$ cat src/rtl/led_pkg.sv
// Shared mode encoding, heartbeat pattern and pattern-level helpers for the LED blink generator.
package led_pkg;

    localparam int unsigned PHASE_W = 3;

    typedef enum logic [1:0] {
        MODE_OFF       = 2'd0,
        MODE_ON        = 2'd1,
        MODE_BLINK     = 2'd2,
        MODE_HEARTBEAT = 2'd3
    } led_mode_e;

    localparam logic [7:0] HB_PATTERN = 8'b0000_0101;

    function automatic logic mode_level(led_mode_e mode, logic [PHASE_W-1:0] phase);
        logic level;
        level = 1'b0;
        unique case (mode)
            MODE_OFF:       level = 1'b0;
            MODE_ON:        level = 1'b1;
            // Phase 0 is the high half, so the 8-phase wrap keeps the toggle seamless.
            MODE_BLINK:     level = ~phase[0];
            MODE_HEARTBEAT: level = HB_PATTERN[phase];
            default:        level = 1'b0;
        endcase
        return level;
    endfunction

    function automatic logic mode_busy(led_mode_e mode);
        return (mode == MODE_BLINK) || (mode == MODE_HEARTBEAT);
    endfunction

endpackage

$ cat src/rtl/led_prescaler.sv
// Half-period prescaler: counts 0..half and flags the wrap cycle combinationally.
module led_prescaler #(
    parameter int unsigned DIV_W = 16
) (
    input  logic             clock,
    input  logic             reset,
    input  logic             enable,
    input  logic             clear,
    input  logic [DIV_W-1:0] half,
    output logic             tick
);

    logic [DIV_W-1:0] cnt_q;
    logic [DIV_W-1:0] cnt_d;

    assign tick = enable && (cnt_q == half);

    always_comb begin
        cnt_d = cnt_q;
        if (clear) begin
            cnt_d = '0;
        end else if (enable) begin
            cnt_d = (cnt_q == half) ? '0 : cnt_q + 1'b1;
        end
    end

    always_ff @(posedge clock) begin
        if (reset) begin
            cnt_q <= '0;
        end else begin
            cnt_q <= cnt_d;
        end
    end

endmodule

$ cat src/rtl/led_blink_gen.sv
// LED pattern source: latched mode/half-period, prescaled phase sequencer, registered outputs.
// Define LED_ACTIVE_LOW_EN to invert o_led (reset, disable and pattern levels alike).
module led_blink_gen
    import led_pkg::*;
#(
    parameter int unsigned DIV_W        = 16,
    parameter int unsigned DEFAULT_HALF = 4,
    parameter int unsigned DEFAULT_MODE = 2
) (
    input  logic             i_clock,
    input  logic             i_rst_n,
    input  logic             i_enable,
    input  logic             i_load,
    input  logic [1:0]       i_mode,
    input  logic [DIV_W-1:0] i_half_period,
    output logic             o_led,
    output logic             o_tick,
    output logic             o_busy
);

`ifdef LED_ACTIVE_LOW_EN
    localparam logic LED_INV = 1'b1;
`else
    localparam logic LED_INV = 1'b0;
`endif

    led_mode_e          mode_q, mode_d;
    logic [DIV_W-1:0]   half_q, half_d;
    logic [PHASE_W-1:0] phase_q, phase_d;
    logic               led_q, led_d;
    logic               tick_q, tick_d;
    logic               busy_q, busy_d;
    logic               wrap;

    led_prescaler #(
        .DIV_W (DIV_W)
    ) u_prescaler (
        .clock  (i_clock),
        .reset  (~i_rst_n),
        .enable (i_enable & ~i_load),
        .clear  (i_load),
        .half   (half_q),
        .tick   (wrap)
    );

    always_comb begin
        mode_d  = mode_q;
        half_d  = half_q;
        phase_d = phase_q;
        led_d   = LED_INV;
        tick_d  = 1'b0;
        busy_d  = 1'b0;
        if (i_load) begin
            mode_d  = led_mode_e'(i_mode);
            half_d  = i_half_period;
            phase_d = '0;
            led_d   = mode_level(mode_d, '0) ^ LED_INV;
            busy_d  = i_enable && mode_busy(mode_d);
        end else if (i_enable) begin
            if (wrap) begin
                phase_d = phase_q + 1'b1;
                tick_d  = 1'b1;
            end
            // Level follows the post-edge phase, which also restores it after a disable.
            led_d  = mode_level(mode_q, phase_d) ^ LED_INV;
            busy_d = mode_busy(mode_q);
        end
    end

    always_ff @(posedge i_clock) begin
        if (!i_rst_n) begin
            mode_q  <= led_mode_e'(DEFAULT_MODE[1:0]);
            half_q  <= DEFAULT_HALF[DIV_W-1:0];
            phase_q <= '0;
            led_q   <= LED_INV;
            tick_q  <= 1'b0;
            busy_q  <= 1'b0;
        end else begin
            mode_q  <= mode_d;
            half_q  <= half_d;
            phase_q <= phase_d;
            led_q   <= led_d;
            tick_q  <= tick_d;
            busy_q  <= busy_d;
        end
    end

    assign o_led  = led_q;
    assign o_tick = tick_q;
    assign o_busy = busy_q;

endmodule

$ cat config.mk
export PLATFORM = sky130hd
export DESIGN_NAME = led_blink_gen
export DESIGN_NICKNAME = d
export VERILOG_FILES = /design/src/rtl/led_pkg.sv /design/src/rtl/led_prescaler.sv /design/src/rtl/led_blink_gen.sv
export SDC_FILE = /design/constraint.sdc
export NUM_CORES = 1
export LEC_CHECK = 0
export CORE_MARGIN = 2
export CORE_UTILIZATION = 48
export CTS_CLUSTER_SIZE = 25
export DETAILED_ROUTE_END_ITERATION = 16
export PLACE_DENSITY = 0.7
export SYNTH_ARGS = -nofsm -noshare
export SYNTH_HDL_FRONTEND = slang
export SYNTH_SLANG_ARGS = --single-unit
$ cat constraint.sdc
create_clock -name i_clock -period 1.91 [get_ports i_clock]
set_clock_uncertainty 0.05 [all_clocks]
set_input_delay 0.382 -clock i_clock [delete_from_list [all_inputs] [get_ports i_clock]]
set_output_delay 0.382 -clock i_clock [all_outputs]
set_load 0.03 [all_outputs]
==> results by group <==
Clock tree
  • TritonCTS clock tree: yes
  • CTS Buf Count: 5
  • Post-CTS setup buffers: 0
  • Clock sink count: 40
  • Hold Buf Count CTS: 0
  • Clock tree buffer depth: 2
  • CTS clk-pin slew, worst paths: ~70 ps
  • CTS root buffer: clkbuf_8
  • Post-CTS sizing: 0
  • Clk_lat worst skew: approximately 290 ps
  • CTS H-tree depth: 2

Power and ir drop
  • Comb power frac: 12.3%
  • Flop pwr share: 52.9%
  • Clock power frac: between 30% and 40%
  • Worst ir drop on vdd: 407 uV
  • Pwr/cell area: 704 mW/mm2
  • Leakage power: 0.868 nW
  • Power, Total: 1.67 mW
  • Psw: 0.389 mW
  • Internal power: 1.28 mW
  • Switch share: 23.4%

Floorplan
  • Die ar.: between 0.004 and 0.005 mm2
  • Num ports: 25
  • DIE WIDTH: 65.8 um
  • Initial core utilization: 50.1%
  • Core Rows: 22
  • Die H: roughly 66 um
  • Core area: 0.00366 mm2

Synthesis
  • Seq cells post-synth: 40
  • Netlist Area Pre-Place: 0.00183 mm2
  • Gate Count Post-Synth: 196
  • Cell variety after synth: 32
  • Synth Warn #: 0
  • Synth Net Count: 220
  • Seq/Total Area, Yosys: a little over two fifths
  • Syn_area_per_cell: 9.35 um2

Setup path
  • Critical path's top delay family: simple AND/OR/NAND/NOR gates
  • Worst-path fanout max: 3
  • Crit path largest cell delay: roughly 460 ps
  • Reg2reg end: phase_q[2]
  • Worst-path cell chain: xnor2_1, nand4_1, or3_4, or4_1, a21oi_1
  • Worst EP required: 2090 ps
  • CP Depth: 5
  • Worst reg2reg startpoint: half_q[0]
  • Reg2reg setup slack: 80 ps
  • Worst Path Arrival: 2010 ps
  • Setup CP Type: reg2reg
  • Startpoint Class: flip-flop
  • Kind of end point of the critical path: flip-flop
  • CP max stage cell: or4_1
  • Cell count of the worst reg-to-reg path: 5
  • CP bufs+invs: 0

Cells and area
  • Most common cell after layout, fill and taps aside: dfxtp_1
  • Most frequent cells in the layout: 36 x dfxtp_1, 27 x xnor2_1, 24 x nor2_1, 24 x clkdlybuf4s50_1, 21 x buf_4
  • Final Core Density: 64.7%
  • Total Nets Final: 265
  • Multi-input logic area: 998 um2
  • Final Non-Filler Cells: just under 300
  • Fillers: 328
  • Antenna diode instance count: 0
  • Storage cell area: slightly above 800 um2
  • Layout cells sized above 1: between 10% and 20%
  • Area grow syn2layout: 29.1%

Global route
  • Global-route wire length before repair: 6390 um
  • Total gr overflow: 0
  • Initial antenna violation count: 0
  • Vias in the first global route: 1467
  • GRT Overall Usage: 19.9%
  • Largest net degree at the start of global routing: 22

Outcome
  • Outcome: finished clean

Flow run
  • Number of max-cap violations: 0

Routing
  • Drt drc: 0
  • Wire per inst: 13.1 um
  • Via Count: 1463
  • Drt initial violations: between 70 and 80
  • Pre-antenna DRT Iters: 4
  • Via density: 5.04
  • Number of routed nets with antenna violations: 0
  • Routed WL: 3790 um

Worst hold path
  • Hold depth: 2
  • Hold Path End: phase_q[2]
  • HP Class: reg2reg
  • Worst Min Path Start: phase_q[2]

Timing
  • Setup_tns: 0 ps
  • Final slew viol count: 0
  • Final setup fails: 0
  • Max Fclk: 0.546 GHz
  • Hold Vio Cnt, Final: 0
  • Slew Limit Headroom: between 70% and 80%
  • Period utilization: 95.8%
  • Measured slew at the worst slew-check pin: roughly 380 ps
  • RSZ-0062 raised after global routing: no
  • Final min period: around 1800 ps

Place
  • Port buffer count: 24
  • GP Congestion: 0.800
  • HPWL after detailed placement: 2910 um
  • Placed cell count: between 200 and 300
## cell families (layout without fill, tap and decap cells)
logic type | after synthesis | count (layout) | share of synthesized area, %
buf+inv | 11 | 57 | 2.53
fa+ha+maj | 2 | 2 | 1.36
compound gates | 13 | 13 | 4.85
mux | 18 | 18 | 9.83
flops | 40 | 40 | 43.7
simple gates | 80 | 80 | 22.5
xor+xnor | 32 | 32 | 15.3
## sequential cells by signal, indices dropped and copies added, names as in the netlist
name / count
o_tick: 1
u_prescaler.cnt_q: 16
phase_q: 3
mode_q: 2
o_busy: 1
half_q: 16
o_led: 1
## how the worst max path moves through the flow
stage	to	start	slack, ps
finish	phase_q[2]	half_q[0]	80
global route	phase_q[2]	u_prescaler.cnt_q[15]	10
CTS	phase_q[2]	u_prescaler.cnt_q[12]	40
detailed placement	phase_q[2]	i_enable	-110
global placement	phase_q[2]	i_enable	-80
floorplan	phase_q[2]	u_prescaler.cnt_q[12]	100
## final cells by class
cell class,instances,area share (%)
multi-input cells,145,42.2
well taps,48,2.54
repair buffers,45,16.8
clock buffers,8,3.81
flip-flops and latches,40,34.0
inverters,4,0.634
## per-layer routing
metal | vias up | track usage, % | part of all wire [%]
li1 | 751 | - | -
met1 | 685 | 23.3 | 45
met2 | 23 | 32.7 | 50
met3 | 4 | 5.62 | 3.5
met4 | 0 | 10.9 | 2.0
met5 | - | 0 | 0
## Yosys cell counts (all sizes together)
cell type  count  share of area [%]
a311o          1               0.55
clkbuf         2               0.41
nand4          7                2.4
o21bai         1               0.61
o31ai          1               0.41
a21oi          3               0.82
nand2         12                2.5
o211ai         1               0.41
inv            4               0.82
o22ai          1               0.34
a22o           1               0.48
nor4           2               0.68
buf            5                1.3
and3           3                1.0
or4            1               0.41
a211oi         1               0.41
mux2i         18                9.8
nor3           2               0.55
o21ai          3               0.82
or3            2               0.68
xnor2         28                 13
nand3          4                1.1
ha             2                1.4
nand3b         2               0.82
and4           2               0.96
nor2          24                4.9
nor2b         17                5.8
nand2b         1               0.34
dfxtp         40                 44
and2           1               0.34
xor2           4                1.9
## metrics by stage
stage / instance area, um2 / hold WS (ps) / setup slack [ps]
4_1_cts: 2350 / 450 / 37.5
6_report: 2370 / 452 / 79.8
2_1_floorplan: 1830 / 403 / 100
3_5_place_dp: 2260 / 440 / -113
5_1_grt: 2370 / 470 / 12.0
3_3_place_gp: 2260 / 426 / -75.1
## power by group through the flow
stage	Clock, mW	Combinational, mW	Sequential, mW
2_1_floorplan	0	0.103	0.901
3_3_place_gp	0	0.196	0.900
3_5_place_dp	0	0.201	0.900
4_1_cts	0.595	0.202	0.881
5_1_grt	0.634	0.221	0.884
6_report	0.581	0.204	0.880
## worst reg2reg max path, delay by kind of cell (launching register included)
kind	cells	cell delay, ps
and+or+nand+nor	3	1050
DFF	1	330
xor gates and xnor gates	1	190
AOI/OAI and AO/OA	1	150
Power figures use the tool's default switching activity.
